## src/rtl/store_buffer_pkg.sv

```systemverilog
// Shared definitions for the store buffer and the data memory: funct3 size codes,
// memory-port ownership and a store-code classifier.
package store_buffer_pkg;

  localparam logic [2:0] F3_SB  = 3'b000;
  localparam logic [2:0] F3_SH  = 3'b001;
  localparam logic [2:0] F3_SW  = 3'b010;
  localparam logic [2:0] F3_LB  = 3'b000;
  localparam logic [2:0] F3_LH  = 3'b001;
  localparam logic [2:0] F3_LW  = 3'b010;
  localparam logic [2:0] F3_LBU = 3'b100;
  localparam logic [2:0] F3_LHU = 3'b101;

  typedef enum logic [1:0] {
    PORT_IDLE,
    PORT_LOAD,
    PORT_DRAIN
  } port_sel_e;

  // Only byte, half and word stores are buffered; any other code is dropped.
  function automatic logic is_store_f3(input logic [2:0] f3);
    return (f3 == F3_SB) || (f3 == F3_SH) || (f3 == F3_SW);
  endfunction

endpackage

```

## src/rtl/store_buffer_sb_match.sv

```systemverilog
// DEPTH-way word-address comparator: flags a load whose word matches any live entry.
module sb_match #(
  parameter int DEPTH = 4
) (
  input  logic [DEPTH-1:0]    valid_i,
  input  logic [DEPTH*30-1:0] word_addr_i,
  input  logic [29:0]         ld_word_i,
  output logic                hit_o
);

  logic [DEPTH-1:0] hit_vec;

  always_comb begin
    hit_vec = '0;
    for (int i = 0; i < DEPTH; i++) begin
      hit_vec[i] = valid_i[i] && (word_addr_i[i*30 +: 30] == ld_word_i);
    end
  end

  assign hit_o = |hit_vec;

endmodule

```

## src/rtl/store_buffer.sv

```systemverilog
// Circular store buffer between the MEM stage and data memory; loads take priority
// over draining unless they hit a buffered word or a fence is pending.
module store_buffer
  import store_buffer_pkg::*;
#(
  parameter int DEPTH = 4
) (
  input  logic        clk,
  input  logic        rst_n,
  input  logic        st_valid,
  input  logic [31:0] st_addr,
  input  logic [31:0] st_data,
  input  logic [2:0]  st_fund3,
  output logic        st_ready,
  input  logic        ld_valid,
  input  logic [31:0] ld_addr,
  input  logic [2:0]  ld_fund3,
  output logic        ld_stall,
  input  logic        fence,
  output logic        empty,
  output logic [31:0] dm_addr,
  output logic [31:0] dm_wdata,
  output logic [2:0]  dm_fund3,
  output logic        dm_we
);

  localparam int PW = $clog2(DEPTH);
  localparam int CW = $clog2(DEPTH + 1);
  localparam logic [CW-1:0] FULL = CW'(DEPTH);

  logic [PW-1:0]    wptr_q, wptr_d;
  logic [PW-1:0]    rptr_q, rptr_d;
  logic [CW-1:0]    count_q, count_d;
  logic [DEPTH-1:0] valid_q, valid_d;
  logic [31:0]      addr_q  [DEPTH];
  logic [31:0]      data_q  [DEPTH];
  logic [2:0]       fund3_q [DEPTH];

  logic [DEPTH*30-1:0] word_addr_flat;
  logic                ld_conflict;
  logic                enq;
  logic                drain;
  port_sel_e           port_sel;

  always_comb begin
    word_addr_flat = '0;
    for (int i = 0; i < DEPTH; i++) begin
      word_addr_flat[i*30 +: 30] = addr_q[i][31:2];
    end
  end

  sb_match #(
    .DEPTH(DEPTH)
  ) u_match (
    .valid_i    (valid_q),
    .word_addr_i(word_addr_flat),
    .ld_word_i  (ld_addr[31:2]),
    .hit_o      (ld_conflict)
  );

  assign st_ready = (count_q != FULL);
  assign empty    = (count_q == '0);
  assign ld_stall = ld_valid && (ld_conflict || (fence && !empty));
  assign enq      = st_valid && st_ready && is_store_f3(st_fund3);

  // A stalled load does not own the port, so its blocking entries keep draining.
  always_comb begin
    port_sel = PORT_IDLE;
    if (rst_n && ld_valid && !ld_stall) begin
      port_sel = PORT_LOAD;
    end else if (!empty) begin
      port_sel = PORT_DRAIN;
    end
  end

  assign drain = (port_sel == PORT_DRAIN);

  always_comb begin
    dm_addr  = '0;
    dm_wdata = '0;
    dm_fund3 = '0;
    dm_we    = 1'b0;
    case (port_sel)
      PORT_LOAD: begin
        dm_addr  = ld_addr;
        dm_fund3 = ld_fund3;
      end
      PORT_DRAIN: begin
        dm_addr  = addr_q[rptr_q];
        dm_wdata = data_q[rptr_q];
        dm_fund3 = fund3_q[rptr_q];
        dm_we    = 1'b1;
      end
      default: ;
    endcase
  end

  always_comb begin
    wptr_d  = wptr_q;
    rptr_d  = rptr_q;
    count_d = count_q;
    valid_d = valid_q;
    if (enq) begin
      wptr_d          = wptr_q + PW'(1);
      valid_d[wptr_q] = 1'b1;
    end
    if (drain) begin
      rptr_d          = rptr_q + PW'(1);
      valid_d[rptr_q] = 1'b0;
    end
    if (enq && !drain) begin
      count_d = count_q + CW'(1);
    end else if (drain && !enq) begin
      count_d = count_q - CW'(1);
    end
  end

  always_ff @(posedge clk or negedge rst_n) begin
    if (!rst_n) begin
      wptr_q  <= '0;
      rptr_q  <= '0;
      count_q <= '0;
      valid_q <= '0;
      for (int i = 0; i < DEPTH; i++) begin
        addr_q[i]  <= '0;
        data_q[i]  <= '0;
        fund3_q[i] <= '0;
      end
    end else begin
      wptr_q  <= wptr_d;
      rptr_q  <= rptr_d;
      count_q <= count_d;
      valid_q <= valid_d;
      if (enq) begin
        addr_q[wptr_q]  <= st_addr;
        data_q[wptr_q]  <= st_data;
        fund3_q[wptr_q] <= st_fund3;
      end
    end
  end

endmodule

```

## config.mk

```make
export PLATFORM = sky130hd
export DESIGN_NAME = store_buffer
export DESIGN_NICKNAME = d
export VERILOG_FILES = /design/src/rtl/store_buffer_pkg.sv /design/src/rtl/store_buffer_sb_match.sv /design/src/rtl/store_buffer.sv
export SDC_FILE = /design/constraint.sdc
export NUM_CORES = 1
export LEC_CHECK = 0
export ABC_AREA = 0
export CAP_MARGIN = 20
export CORE_MARGIN = 2
export CORE_UTILIZATION = 40
export CTS_CLUSTER_DIAMETER = 200
export DETAILED_ROUTE_END_ITERATION = 6
export GPL_ROUTABILITY_DRIVEN = 0
export MAX_ROUTING_LAYER = met4
export PLACE_DENSITY = 0.67
export SLEW_MARGIN = 20
export SYNTH_ARGS = -nofsm -noshare
export SYNTH_HDL_FRONTEND = slang
export SYNTH_SLANG_ARGS = --single-unit
```

## constraint.sdc

```tcl
create_clock -name clk -period 2.87 [get_ports clk]
set_input_delay 0.574 -clock clk [delete_from_list [all_inputs] [get_ports clk]]
set_output_delay 0.574 -clock clk [all_outputs]
set_load 0.005 [all_outputs]
```

==> flow_metrics.tcl <==
set metrics [dict create \
    setup_tns_ns -35.76 \
    viasPerCell 5.26 \
    ys_seq_area_share_pct 47.2 \
    grt_usage_pct 22.6 \
    clock_skew_ns 0.00711 \
    io_buffers 177 \
    cp.arrival_ns 2.89 \
    grt_pass1_vias 10800 \
    synth_top_flop_cell "dfrtp_1" \
    cts_buffers 31 \
    dp_hpwl_microns 26900 \
    ys_ff_latch 279 \
    p_per_area_nw_per_um2 1100 \
    synthesis.area_sq_um 14800 \
    drt_iter0_markers 618 \
    synth_area_leader_cell "dfrtp_1" \
    setup_viol 71 \
    cp-start-kind "flip-flop" \
    final_antenna_net_count 0 \
    grt_max_degree 177 \
    crit_path_end_kind "output pin" \
    async_reset_ff_share_pct 100 \
    grt_setup_unrepaired "yes" \
    drv_slew 0 \
    antenna_found_initial 3 \
    via_count 9886 \
    initial_core_util_pct 40.5 \
    die_area_sq_um 38600 \
    ctsLongestPathBuffers 3 \
    crit_top_cell "buf_12" \
    syn2layout_area_growth_pct 34.7 \
    die_h_microns 196 \
    worstMarginPinSlew_ns 0.955 \
    r2r_cells 14 \
    clock_sinks 279 \
    nets 1504 \
    relSlewSlack_pct 36.3 \
    crit_chain "xnor2_2 -> nand4_1 -> nor4_2 -> a22o_2 -> nand4b_4 -> buf_12 -> buf_8 -> buf_16 -> buf_12 -> and3_1 -> clkdlybuf4s15_2" \
    ff_latch_area_sq_um 6990 \
    ir_drop_mv 0.735 \
    dp.cells 1771 \
    synthTopCellsByCount "dfrtp_1, mux2_2, xnor2_1, mux4_2, inv_1" \
    drc_errors 0 \
    cp_max_fo 6 \
    crit_cells 11 \
    period_share_pct 121 \
    synth_top_area_share_pct 47.2 \
    cap_viol_max_count 0 \
    top_level_ports 178 \
    instances_no_fill 1879 \
    clock_latency_ns 0.55 \
    crit_type "flip-flop to output pin" \
    cts_max_level 1 \
    synth.most_common_cell "dfrtp_1" \
    cts-root-buf "clkbuf_16" \
    post_drt_wl_per_cell_microns 22.1 \
    dpl_cell_area_sq_um 18000 \
    clk_pin_slew_worst_paths_ns 0.06 \
    fmax_ghz 0.288 \
    cts_tree "done" \
    syn_nets 1176 \
    drive_above_1_share_pct 55.8 \
    hold_viol 0 \
    synth_edf_count 0 \
    path_delay_family "simple AND/OR/NAND/NOR gates" \
    critical_path.slowest_cell "dfrtp_1" \
    multiInputGateArea_sq_um 7400 \
    hold_path.class "primary input to async pin" \
    grt_pass1_wl_microns 64600 \
    slowest_delay_ns 0.41 \
    coreArea_sq_um 36500 \
    design_area_sq_um 19900 \
    synthCells 1059 \
    worst-path-buf-inv 5 \
    synth_cell_type_count 33 \
    violations "setup timing" \
    cp.required_ns 2.30 \
    die_w_microns 196 \
    p_leak_uw 0.00890 \
    avgSynthCellArea_sq_um 14.0 \
    layout_setup_ws_ns -0.599 \
    synth_warnings 0 \
    run_status "complete, but fails checks" \
    layout_min_cycle_time_ns 3.47 \
    fp-row-count 70 \
    dr.pass1.iters 5 \
    num-fill-cells 3030 \
    grt-ovfl-total 0 \
    wirelength_microns 41600 \
    synth_top_cells_by_area "dfrtp_1, mux2_2, mux4_2" \
]
==> registers in the layout (all words and copies together), names as in the netlist <==
name	count
valid_q	4
rptr_q	2
count_q	3
data_q	128
fund3_q	12
addr_q	128
wptr_q	2
==> through the flow <==
| stage | util [%] | hold WS [ns] | setup slack [ns] | power (uW) |
|---|---|---|---|---|
| 6_report | 54.6 | 0.0646 | -0.599 | 22000 |
| 5_1_grt | 54.6 | 0.0934 | -0.746 | 23300 |
| 4_1_cts | 54.4 | 0.0726 | -0.612 | 22200 |
| 3_5_place_dp | 49.4 | 0.470 | -1.27 | 18200 |
| 3_3_place_gp | 49.4 | 0.464 | -1.31 | 18000 |
| 2_1_floorplan | - | 0.278 | 0.0124 | 13200 |
==> path summary, 6_finish.rpt <==
path / endpoint / slack [ns] / startpoint
max: dm_wdata[4] / -0.60 / addr_q[44]$_DFFE_PN0P_
min: addr_q[124]$_DFFE_PN0P_ / 0.06 / rst_n
min reg2reg: fund3_q[5]$_DFFE_PN0P_ / 0.48 / fund3_q[5]$_DFFE_PN0P_
max reg2reg: count_q[1]$_DFFE_PN0P_ / -0.29 / addr_q[44]$_DFFE_PN0P_
min in group clk: fund3_q[5]$_DFFE_PN0P_ / 0.48 / fund3_q[5]$_DFFE_PN0P_
max in group asynchronous: rptr_q[1]$_DFFE_PN0N_ / 1.46 / rst_n
==> metal layers <==
| metal | GRT usage (%) | wire, microns | up-vias |
|---|---|---|---|
| li1 | - | - | 4451 |
| met4 | 4.94 | 992 | 0 |
| met2 | 36.1 | 20000 | 273 |
| met3 | 4.00 | 2480 | 71 |
| met1 | 30.3 | 18100 | 5091 |
| met5 | - | 0 | - |
==> repair_timing <==
action,4_1_cts,5_1_grt
hold buffers,0,0
pin swaps,34,8
setup buffers,41,15
gates resized for setup,397,35
setup endpoints to repair,72,72
cloned,7,1
==> logic make-up (layout without fill, tap and decap cells) <==
family                   count (synthesis)  after routing  synth area share [%]
adder cells (fa/ha/maj)                 10             10                 0.896
multiplexers                           332            332                  30.3
XOR/XNOR                               125            125                  7.39
other                                    0              3                     0
flip-flops                             279            279                  47.2
AO/OA/AOI/OAI                           48             48                  2.58
buffers and inverters                  137            486                  5.42
AND/OR/NAND/NOR                        128            128                  6.21
==> worst reg2reg max path: cells and delay by family (launching register included) <==
| family | cells | cell delay [ns] |
|---|---|---|
| buf+inv | 5 | 0.48 |
| flops | 1 | 0.41 |
| compound gates | 1 | 0.21 |
| simple gates | 4 | 0.82 |
| fa+ha+maj | 2 | 0.58 |
| xor+xnor | 1 | 0.26 |
| mux | 1 | 0.28 |
==> power breakdown <==
part           leakage, uW  total [uW]  switching [uW]  internal, uW
Clock             0.000496        3920            1580          2340
Sequential         0.00340        7280            1410          5870
Combinational      0.00500       10800            4140          6680
Total              0.00890       22000            7130         14900
==> area by class of cell <==
| class | instances | share of cell area [%] |
|---|---|---|
| multi-input cells | 643 | 37.1 |
| flip-flops and latches | 279 | 35.1 |
| repair buffers | 390 | 19.0 |
| clock buffers | 50 | 4.80 |
| well taps | 468 | 2.94 |
| inverters | 42 | 0.803 |
| clock inverters | 4 | 0.226 |
| diodes | 3 | 0.0376 |
==> layout by cell type (no fill, tap or decap), types with 11 or more instances in the layout <==
| master | count |
|---|---|
| and3_1 | 24 |
| buf_12 | 28 |
| buf_2 | 49 |
| buf_4 | 132 |
| buf_6 | 50 |
| clkbuf_16 | 32 |
| clkbuf_8 | 11 |
| clkdlybuf4s15_2 | 14 |
| clkdlybuf4s50_1 | 77 |
| dfrtp_1 | 277 |
| dlygate4sd2_1 | 26 |
| inv_1 | 40 |
| mux2_2 | 264 |
| mux4_2 | 67 |
| nand3_2 | 33 |
| nand4_1 | 28 |
| o21ai_2 | 35 |
| xnor2_1 | 99 |
| xnor2_2 | 20 |
(Power assumes the default switching activity.)
